**config.mk**
```make
export PLATFORM = sky130hd
export DESIGN_NAME = sprite_line_fetch_ctrl
export DESIGN_NICKNAME = d
export VERILOG_FILES = /design/src/rtl/sprite_line_fetch_ctrl.sv
export SDC_FILE = /design/constraint.sdc
export NUM_CORES = 1
export LEC_CHECK = 0
export BUFFER_PORTS_ARGS = -buffer_cell sky130_fd_sc_hd__buf_2
export CORE_MARGIN = 2
export CORE_UTILIZATION = 30
export CTS_CLUSTER_SIZE = 30
export DETAILED_ROUTE_END_ITERATION = 10
export PLACE_DENSITY = 0.49
export SYNTH_ARGS = -nofsm -noshare
export SYNTH_HDL_FRONTEND = slang
export SYNTH_SLANG_ARGS = --single-unit
```
**constraint.sdc**
```tcl
create_clock -name clk -period 20.1 [get_ports clk]
set_input_delay 2.01 -clock clk [delete_from_list [all_inputs] [get_ports clk]]
set_output_delay 2.01 -clock clk [all_outputs]
set_load 0.01 [all_outputs]
```
**src/rtl/sprite_line_fetch_ctrl.sv**
```systemverilog
// rtl/sprite_line_fetch_ctrl.sv - per-scanline sprite ROM fetch and line buffer writer (optional SPR_LINE_CLEAR_EN pre-clear)
module sprite_line_fetch_ctrl #(
    parameter int NUM_SPRITES = 8,
    parameter int LINE_W      = 224
) (
    input  logic                       clk,
    input  logic                       rst,
    input  logic                       line_start,
    input  logic [7:0]                 next_row,
    input  logic [NUM_SPRITES*8-1:0]   spr_col,
    input  logic [NUM_SPRITES*8-1:0]   spr_row,
    input  logic [NUM_SPRITES*6-1:0]   spr_num,
    input  logic [NUM_SPRITES-1:0]     spr_xflip,
    input  logic [NUM_SPRITES-1:0]     spr_yflip,
    output logic [11:0]                rom_addr,
    input  logic [7:0]                 rom_dout,
    output logic                       lb_we,
    output logic [7:0]                 lb_waddr,
    output logic [4:0]                 lb_wdata,
    output logic                       busy,
    output logic                       done,
    output logic                       overrun
);

    localparam logic [2:0] LAST_IDX = 3'(NUM_SPRITES - 1);
    localparam logic [8:0] LINE_W9  = 9'(LINE_W);
    localparam logic [7:0] CLR_LAST = 8'(LINE_W - 1);

    typedef enum logic [2:0] {
        S_IDLE,
        S_CLEAR,
        S_EVAL,
        S_ADDR,
        S_CAPT,
        S_WRITE,
        S_DONE
    } state_t;

    state_t      state_q, state_d;
    logic [2:0]  idx_q, idx_d;
    logic [1:0]  g_q, g_d;
    logic [1:0]  k_q, k_d;
    logic [7:0]  byte_q, byte_d;
    logic [7:0]  clr_q, clr_d;

    // Shadow copy of the attributes, frozen for the whole line
    logic [7:0]  nrow_sh_q, nrow_sh_d;
    logic [7:0]  col_sh_q [NUM_SPRITES];
    logic [7:0]  col_sh_d [NUM_SPRITES];
    logic [7:0]  row_sh_q [NUM_SPRITES];
    logic [7:0]  row_sh_d [NUM_SPRITES];
    logic [5:0]  num_sh_q [NUM_SPRITES];
    logic [5:0]  num_sh_d [NUM_SPRITES];
    logic [NUM_SPRITES-1:0] xf_sh_q, xf_sh_d;
    logic [NUM_SPRITES-1:0] yf_sh_q, yf_sh_d;

    // Output registers
    logic [11:0] rom_addr_q, rom_addr_d;
    logic        lb_we_q, lb_we_d;
    logic [7:0]  lb_waddr_q, lb_waddr_d;
    logic [4:0]  lb_wdata_q, lb_wdata_d;
    logic        busy_q, busy_d;
    logic        done_q, done_d;
    logic        overrun_q, overrun_d;

    logic [7:0]  disp_cur;
    logic [7:0]  disp_n;
    logic [3:0]  r_n;
    logic [3:0]  c_n;
    logic [3:0]  sc_n;
    logic [8:0]  col_n;
    logic [1:0]  pix_n;

    // Next-state: snapshot on acceptance, then walk sprites high index to low
    always_comb begin
        state_d   = state_q;
        idx_d     = idx_q;
        g_d       = g_q;
        k_d       = k_q;
        byte_d    = byte_q;
        clr_d     = clr_q;
        nrow_sh_d = nrow_sh_q;
        col_sh_d  = col_sh_q;
        row_sh_d  = row_sh_q;
        num_sh_d  = num_sh_q;
        xf_sh_d   = xf_sh_q;
        yf_sh_d   = yf_sh_q;
        overrun_d = line_start && (state_q != S_IDLE);
        disp_cur  = nrow_sh_q - row_sh_q[idx_q];

        case (state_q)
            S_IDLE: begin
                if (line_start) begin
                    nrow_sh_d = next_row;
                    for (int i = 0; i < NUM_SPRITES; i++) begin
                        col_sh_d[i] = spr_col[i*8 +: 8];
                        row_sh_d[i] = spr_row[i*8 +: 8];
                        num_sh_d[i] = spr_num[i*6 +: 6];
                    end
                    xf_sh_d = spr_xflip;
                    yf_sh_d = spr_yflip;
                    idx_d   = LAST_IDX;
                    clr_d   = 8'd0;
`ifdef SPR_LINE_CLEAR_EN
                    state_d = S_CLEAR;
`else
                    state_d = S_EVAL;
`endif
                end
            end
            S_CLEAR: begin
                if (clr_q == CLR_LAST) begin
                    state_d = S_EVAL;
                end else begin
                    clr_d = clr_q + 8'd1;
                end
            end
            S_EVAL: begin
                if (disp_cur < 8'd16) begin
                    state_d = S_ADDR;
                    g_d     = 2'd0;
                end else if (idx_q == 3'd0) begin
                    state_d = S_DONE;
                end else begin
                    idx_d = idx_q - 3'd1;
                end
            end
            S_ADDR: begin
                state_d = S_CAPT;
            end
            S_CAPT: begin
                byte_d  = rom_dout;
                k_d     = 2'd0;
                state_d = S_WRITE;
            end
            S_WRITE: begin
                k_d = k_q + 2'd1;
                if (k_q == 2'd3) begin
                    if (g_q != 2'd3) begin
                        g_d     = g_q + 2'd1;
                        state_d = S_ADDR;
                    end else if (idx_q == 3'd0) begin
                        state_d = S_DONE;
                    end else begin
                        idx_d   = idx_q - 3'd1;
                        state_d = S_EVAL;
                    end
                end
            end
            S_DONE: begin
                state_d = S_IDLE;
            end
            default: begin
                state_d = S_IDLE;
            end
        endcase
    end

    // Output decode from the upcoming state so every output leaves a flop
    always_comb begin
        disp_n     = nrow_sh_d - row_sh_d[idx_d];
        r_n        = yf_sh_d[idx_d] ? (4'd15 - disp_n[3:0]) : disp_n[3:0];
        c_n        = {g_d, k_d};
        sc_n       = xf_sh_d[idx_d] ? (4'd15 - c_n) : c_n;
        col_n      = {1'b0, col_sh_d[idx_d]} + {5'b0, sc_n};
        pix_n      = byte_d[{k_d, 1'b0} +: 2];

        rom_addr_d = rom_addr_q;
        lb_we_d    = 1'b0;
        lb_waddr_d = lb_waddr_q;
        lb_wdata_d = lb_wdata_q;
        busy_d     = (state_d != S_IDLE);
        done_d     = (state_d == S_DONE);

        case (state_d)
            S_ADDR: begin
                rom_addr_d = {num_sh_d[idx_d], r_n, g_d};
            end
            S_WRITE: begin
                lb_we_d    = (pix_n != 2'd0) && (col_n < LINE_W9);
                lb_waddr_d = col_n[7:0];
                lb_wdata_d = {idx_d, pix_n};
            end
            S_CLEAR: begin
                lb_we_d    = 1'b1;
                lb_waddr_d = clr_d;
                lb_wdata_d = 5'd0;
            end
            default: begin
                lb_we_d = 1'b0;
            end
        endcase
    end

    // State, shadow and output registers with synchronous reset
    always_ff @(posedge clk) begin
        if (rst) begin
            state_q    <= S_IDLE;
            idx_q      <= 3'd0;
            g_q        <= 2'd0;
            k_q        <= 2'd0;
            byte_q     <= 8'd0;
            clr_q      <= 8'd0;
            nrow_sh_q  <= 8'd0;
            for (int i = 0; i < NUM_SPRITES; i++) begin
                col_sh_q[i] <= 8'd0;
                row_sh_q[i] <= 8'd0;
                num_sh_q[i] <= 6'd0;
            end
            xf_sh_q    <= '0;
            yf_sh_q    <= '0;
            rom_addr_q <= 12'd0;
            lb_we_q    <= 1'b0;
            lb_waddr_q <= 8'd0;
            lb_wdata_q <= 5'd0;
            busy_q     <= 1'b0;
            done_q     <= 1'b0;
            overrun_q  <= 1'b0;
        end else begin
            state_q    <= state_d;
            idx_q      <= idx_d;
            g_q        <= g_d;
            k_q        <= k_d;
            byte_q     <= byte_d;
            clr_q      <= clr_d;
            nrow_sh_q  <= nrow_sh_d;
            col_sh_q   <= col_sh_d;
            row_sh_q   <= row_sh_d;
            num_sh_q   <= num_sh_d;
            xf_sh_q    <= xf_sh_d;
            yf_sh_q    <= yf_sh_d;
            rom_addr_q <= rom_addr_d;
            lb_we_q    <= lb_we_d;
            lb_waddr_q <= lb_waddr_d;
            lb_wdata_q <= lb_wdata_d;
            busy_q     <= busy_d;
            done_q     <= done_d;
            overrun_q  <= overrun_d;
        end
    end

    assign rom_addr = rom_addr_q;
    assign lb_we    = lb_we_q;
    assign lb_waddr = lb_waddr_q;
    assign lb_wdata = lb_wdata_q;
    assign busy     = busy_q;
    assign done     = done_q;
    assign overrun  = overrun_q;

endmodule

```
* Yosys cells after proc, flatten, opt, wreduce, memory -nomap -nowiden
Cells that the tools add are included.
** Storage, ports and cells
- Logic and storage cells :: 133
- Bits of input ports :: 211
- Flip-flop bits (word level) :: 255
- Output and inout port bits :: 29
** Operators by class
- Shift operators :: 1
- Bitwise logic cells :: 2
- Equal/unequal tests :: 12
- Add/sub/neg operators :: 9
- Muxes and demuxes :: 56
- $lt $le $gt $ge :: 5
- Reductions and logical operators :: 8
** Operators with widths (number)
- $mux W64 :: 4
- $mux W8 :: 13
- $mux W48 :: 2
- $bmux W8 S3 :: 3
- $mux W3 :: 12
- $pmux W8 S2 :: 2
- $bmux W6 S3 :: 1
- $pmux W3 S6 :: 1
- $mux W4 :: 4
- $eq A3 B3 Y1 const B :: 4
- $mux W6 :: 2
- $pmux W5 S2 :: 1
- $add A8 B4 Y9 :: 1
- $eq A3 B2 Y1 const B :: 3
- $lt A9 B8 Y1 const B :: 1
- $pmux W3 S3 :: 1
- $add A8 B1 Y8 const B :: 1
- $eq A8 B8 Y1 const B :: 1
- $ge A4 B4 Y1 const B :: 2
- $lt A8 B5 Y1 const B :: 1
- $not A3 Y4 :: 2
- $pmux W2 S2 :: 2
- $shiftx A8 B4 Y2 :: 1
- $sub A4 B4 Y4 const A :: 2
- 16 further kinds :: 26

* Longest topological paths before layout
- Depth after elaboration :: 16
- Mapped depth :: 28

* Worst setup path after synthesis
Ideal clock, no wire load.
- Kind :: register to register
- From :: register idx_q[0]
- To :: register lb_we_q, in the netlist lb_we
- Period minus slack after synthesis :: 6.621 ns
- Stages on the path, launching flop included :: 28
- Arrival :: 6.499 ns
- Setup slack :: 13.479 ns
- Required time :: 19.978 ns
- Buffers on the path :: 7
- Path through :: dfxtp_1 buf_2 buf_1 mux4_2 mux2i_1 ha_1 and3_1 a221oi_1 o21ai_0 o211a_2 o21a_4 or3_4 buf_6 nand2_4 buf_2 buf_2 buf_2 buf_2 nand2_1 a311oi_1 a21oi_1 ha_1 a21o_1 a21o_1 a21o_1 and4b_1 o311a_1 a221o_1
** Between the ends
- Word-level cells in the longest chain between the ends :: 16
- Elaborated cells between the ends (all ways) :: 36
- Classes of those cells :: add/sub: 4; order compare: 2; eq/ne: 2; mux: 24; bitwise: 2; reduce/logical: 2
** RTL lines
- start: declaration :: line 40 : logic [2:0] idx_q, idx_d;
- start signal: assignment :: line 221 : idx_q <= idx_d;
- $not A3 Y4 (not written as such) :: line 89 : disp_cur = nrow_sh_q - row_sh_q[idx_q];
- $bmux W8 S3 :: line 89
- $mux W8 (not written as such) (2 in series) :: line 89
- $sub A8 B8 Y8 :: line 89
- $lt A8 B5 Y1 :: line 119 : if (disp_cur < 8'd16) begin
- $mux W3 :: line 119
- $pmux W3 S3 :: line 91 : case (state_q)
- $not A3 Y4 (not written as such) :: line 165 : col_n = {1'b0, col_sh_d[idx_d]} + {5'b0, sc_n};
- $bmux W8 S3 :: line 165
- $mux W8 (not written as such) (2 in series) :: line 165
- $add A8 B4 Y9 :: line 165
- $lt A9 B8 Y1 :: line 180 : lb_we_d = (pix_n != 2'd0) && (col_n < LINE_W9);
- $logic_and A1 B1 Y1 :: line 180
- $pmux W1 S2 * :: line 175 : case (state_d)
- end signal: assignment :: line 233 : lb_we_q <= lb_we_d;
- end: declaration :: line 59 : logic lb_we_q, lb_we_d;
Mark *: on every way between the ends. The rest lies on a longest branch, timed or not. The select of a mux whose other input is x is not followed.
A chain may end at the register's enable or synchronous reset.

* Final worst setup path
Same ends and word-level chain as after synthesis.

==> out/results.ini <==
[status]
outcome = finished, final reports clean

[global_routing]
largest_net_degree_at_the_start_of_global_routing = 147
grt_pass1_wl_um = 59100
groute.usage.overall_pct = 18.1
grt_pass1_vias = 10200
number_of_antenna_violations_at_the_first_check_in_global_routing = 21
gr-total-overflow = 0

[synth]
synth-seq-cells = 255
synth_area_per_cell_um2 = 8.45
synth_cell_types = 62
async_set_or_reset_flop_fraction_in_the_synthesized_netlist_pct = 0
synthCells = 1425
yosys_warnings = 0
ys.flop_type = sky130_fd_sc_hd__dfxtp_1
synthesis.nets = 1655
number_of_synthesized_flops_with_an_enable_pin = 0
synth.cell_area_um2 = 12000
synth-seq-area-share_pct = 42.4

[worst_setup_path]
reg2regPathDepth = 22
cell_by_cell_listing_of_the_critical_path = mux4_2 -> mux2i_1 -> ha_1 -> a21o_1 -> a221oi_1 -> o21ai_0 -> o211a_2 -> o211ai_1 -> a21oi_1 -> nor2_4 -> buf_4 -> nand2_1 -> and3_1 -> a311oi_1 -> a21oi_1 -> ha_1 -> a21o_1 -> a21o_1 -> a21o_1 -> and4b_1 -> o311a_1 -> a221o_1
crit_path_max_fanout = 60
critPathSlowestCell = sky130_fd_sc_hd__dfxtp_1
cp_common_cell = sky130_fd_sc_hd__a21o_1
cp-startpoint = idx_q[0]$_SDFF_PP0_
cpPeakStageDelay_ns = 1.15
crit_arrival_ns = 7.94
timing.reg2reg.setup_slack_ns = 12.61
timing.setup.critical_path_class = flip-flop to flip-flop
worstReg2RegEnd = lb_we$_SDFF_PP0_
critPathCaptureType = flip-flop
worstPathRequired_ns = 20.55
critical_path.startpoint_type = flip-flop
reg2reg_from = idx_q[0]$_SDFF_PP0_

[timing]
max_clock_freq_mhz = 134
setup_violations = 0
rsz0062_at_grt = no
finalClockSkew_ns = 0.0249
postLayoutSetupSlackWorst_ns = 12.61
period_minus_slack_ns = 7.49
max-slew-margin-rel_pct = 17.1
timing.setup.tns_ns = 0
finalHoldViolCount = 0
final.period_utilization_pct = 37.3
timing_max_transition_violations_final = 0
worst_pin_slew_ns = 1.24
hold_slack_ns = 0.453

[layout]
fillers = 4191
layout_area_overhead_pct = 22.0
drive_above_1_share_pct = 20.7
layout_common_cells = 297 x sky130_fd_sc_hd__nand2_1, 255 x sky130_fd_sc_hd__dfxtp_1, 238 x sky130_fd_sc_hd__buf_2
mostFrequentLayoutCell = sky130_fd_sc_hd__nand2_1
layout.nets = 1839

[pwr]
powerDensity_nw_per_um2 = 199
ir_drop_v = 0.000134
power_leakage_nw = 6.35

[clock_network]
post_cts_setup_buffer_count = 0
clkTransAtPathRegs_ns = 0.06
tritoncts_clock_tree = built
cts_max_level = 1
clock_insertion_delay_worst_skew_ns = 0.58
max-clock-path-buffers = 3
clock_sinks = 255
cts_repair_resize_count = 0
cts-hold-fix-buffers = 0
cts_root_buffer = sky130_fd_sc_hd__clkbuf_16
cts_made_buffers = 31

[place]
post-place-ws_ns = 12.60
detailed_place_hpwl_um = 27700
routabilityCongestion = 0.801
numPortBuffers = 239

[drt]
drt_iter0_markers = 644
routed_via_density = 4.91
ant_nets = 0
mean_routed_wirelength_per_cell_um = 17.9
post-route-drc-count = 0
drt_pre_antenna_iters = 5
vias = 10600
totalWireLength_um = 38800

[floorplan]
die_x_um = 204
coreArea_um2 = 39600
die_area_um2 = 41800
ios = 240
initial_utilization_pct = 30.4
dieHeight_um = 204
core.rowCount = 73

[min_path]
worst_hold_path.num_cells = 2
worstHoldStart = rom_addr[2]$_SDFFE_PP0N_
hold_path_class = flip-flop to flip-flop
holdPathEnd = rom_addr[2]$_SDFFE_PP0N_

[job]
max_cap_viol_count = 0

-- final cells by class --
class | count | area (um^2) | share of cell area (%)
tap | 525 | 657 | 4.47
inverter | 10 | 37.5 | 0.255
multi-input combinational | 1060 | 6520 | 44.4
clock inverter | 19 | 215 | 1.46
sequential | 255 | 5100 | 34.7
antenna | 7 | 17.5 | 0.119
clock buffer | 37 | 838 | 5.70
timing repair buffer | 251 | 1310 | 8.90
-- Yosys cell counts (6+ instances only) --
cell / instances / share of area, %
sky130_fd_sc_hd__nor3_1: 14 / 0.58
sky130_fd_sc_hd__buf_2: 16 / 0.66
sky130_fd_sc_hd__mux2i_1: 170 / 14
sky130_fd_sc_hd__inv_1: 9 / 0.28
sky130_fd_sc_hd__buf_1: 17 / 0.53
sky130_fd_sc_hd__a21o_1: 10 / 0.62
sky130_fd_sc_hd__clkbuf_1: 65 / 2.0
sky130_fd_sc_hd__dfxtp_1: 255 / 42
sky130_fd_sc_hd__a21oi_1: 111 / 4.6
sky130_fd_sc_hd__nor2_1: 196 / 6.1
sky130_fd_sc_hd__nand2_1: 298 / 9.3
sky130_fd_sc_hd__mux4_2: 15 / 2.8
sky130_fd_sc_hd__and3_1: 24 / 1.2
sky130_fd_sc_hd__a311oi_1: 6 / 0.44
sky130_fd_sc_hd__nand2b_1: 8 / 0.42
sky130_fd_sc_hd__xor2_1: 13 / 0.95
sky130_fd_sc_hd__a31oi_1: 12 / 0.62
sky130_fd_sc_hd__nor2b_1: 9 / 0.47
sky130_fd_sc_hd__xnor2_1: 9 / 0.65
sky130_fd_sc_hd__o211ai_1: 11 / 0.69
sky130_fd_sc_hd__nand3_1: 29 / 1.2
sky130_fd_sc_hd__o21ai_0: 28 / 1.2
sky130_fd_sc_hd__ha_1: 17 / 1.8
sky130_fd_sc_hd__a311o_1: 11 / 0.91
-- worst max-delay path by stage --
stage                     cells past startpoint               end  slack, ns
after floorplan                              27  lb_we$_SDFF_PP0_      13.48
after global placement                       22  lb_we$_SDFF_PP0_      12.83
after detailed placement                     22  lb_we$_SDFF_PP0_      12.60
after CTS                                    22  lb_we$_SDFF_PP0_      12.57
after global routing                         22  lb_we$_SDFF_PP0_      12.01
final                                        22  lb_we$_SDFF_PP0_      12.61
-- cell families after synthesis --
logic type,after synthesis,synth area share [%]
AND/OR/NAND/NOR,600,20.8
buffers and inverters,110,3.72
AO/OA/AOI/OAI,232,12.2
multiplexers,186,17.0
XOR/XNOR,23,1.80
adder cells (fa/ha/maj),19,2.10
flip-flops,255,42.4
-- per-layer routing --
| layer | GRT usage (%) | vias to the layer above | wire [um] |
|---|---|---|---|
| li1 | - | 5270 | - |
| met1 | 24.3 | 4980 | 17600 |
| met2 | 28.4 | 277 | 17200 |
| met3 | 5.53 | 64 | 3080 |
| met4 | 4.24 | 24 | 734 |
| met5 | 0 | - | 161 |
-- worst max-delay path, delay by kind of cell (launching register included) --
kind	cells	cell delay [ns]
multiplexers	2	0.85
AND/OR/NAND/NOR	4	0.90
adder cells (fa/ha/maj)	2	0.65
AO/OA/AOI/OAI	13	3.12
buffers and inverters	1	0.65
flip-flops	1	1.15
-- power by group --
part           internal [W]  total, W  switching (W)
combinational      0.000645   0.00167        0.00102
sequential         0.000609  0.000684      0.0000754
clock              0.000348  0.000577       0.000230
total               0.00160   0.00293        0.00133
-- metrics by stage --
step / util [%] / total power, W / area [um^2] / cells
2_1_floorplan: - / 0.00191 / 12000 / 1425
3_3_place_gp: 34.4 / 0.00235 / 13600 / 2101
3_5_place_dp: 34.4 / 0.00237 / 13600 / 2101
4_1_cts: 37.0 / 0.00297 / 14700 / 2157
5_1_grt: 37.1 / 0.00318 / 14700 / 2161
6_report: 37.1 / 0.00293 / 14700 / 2164
(Power assumes the default switching activity.)
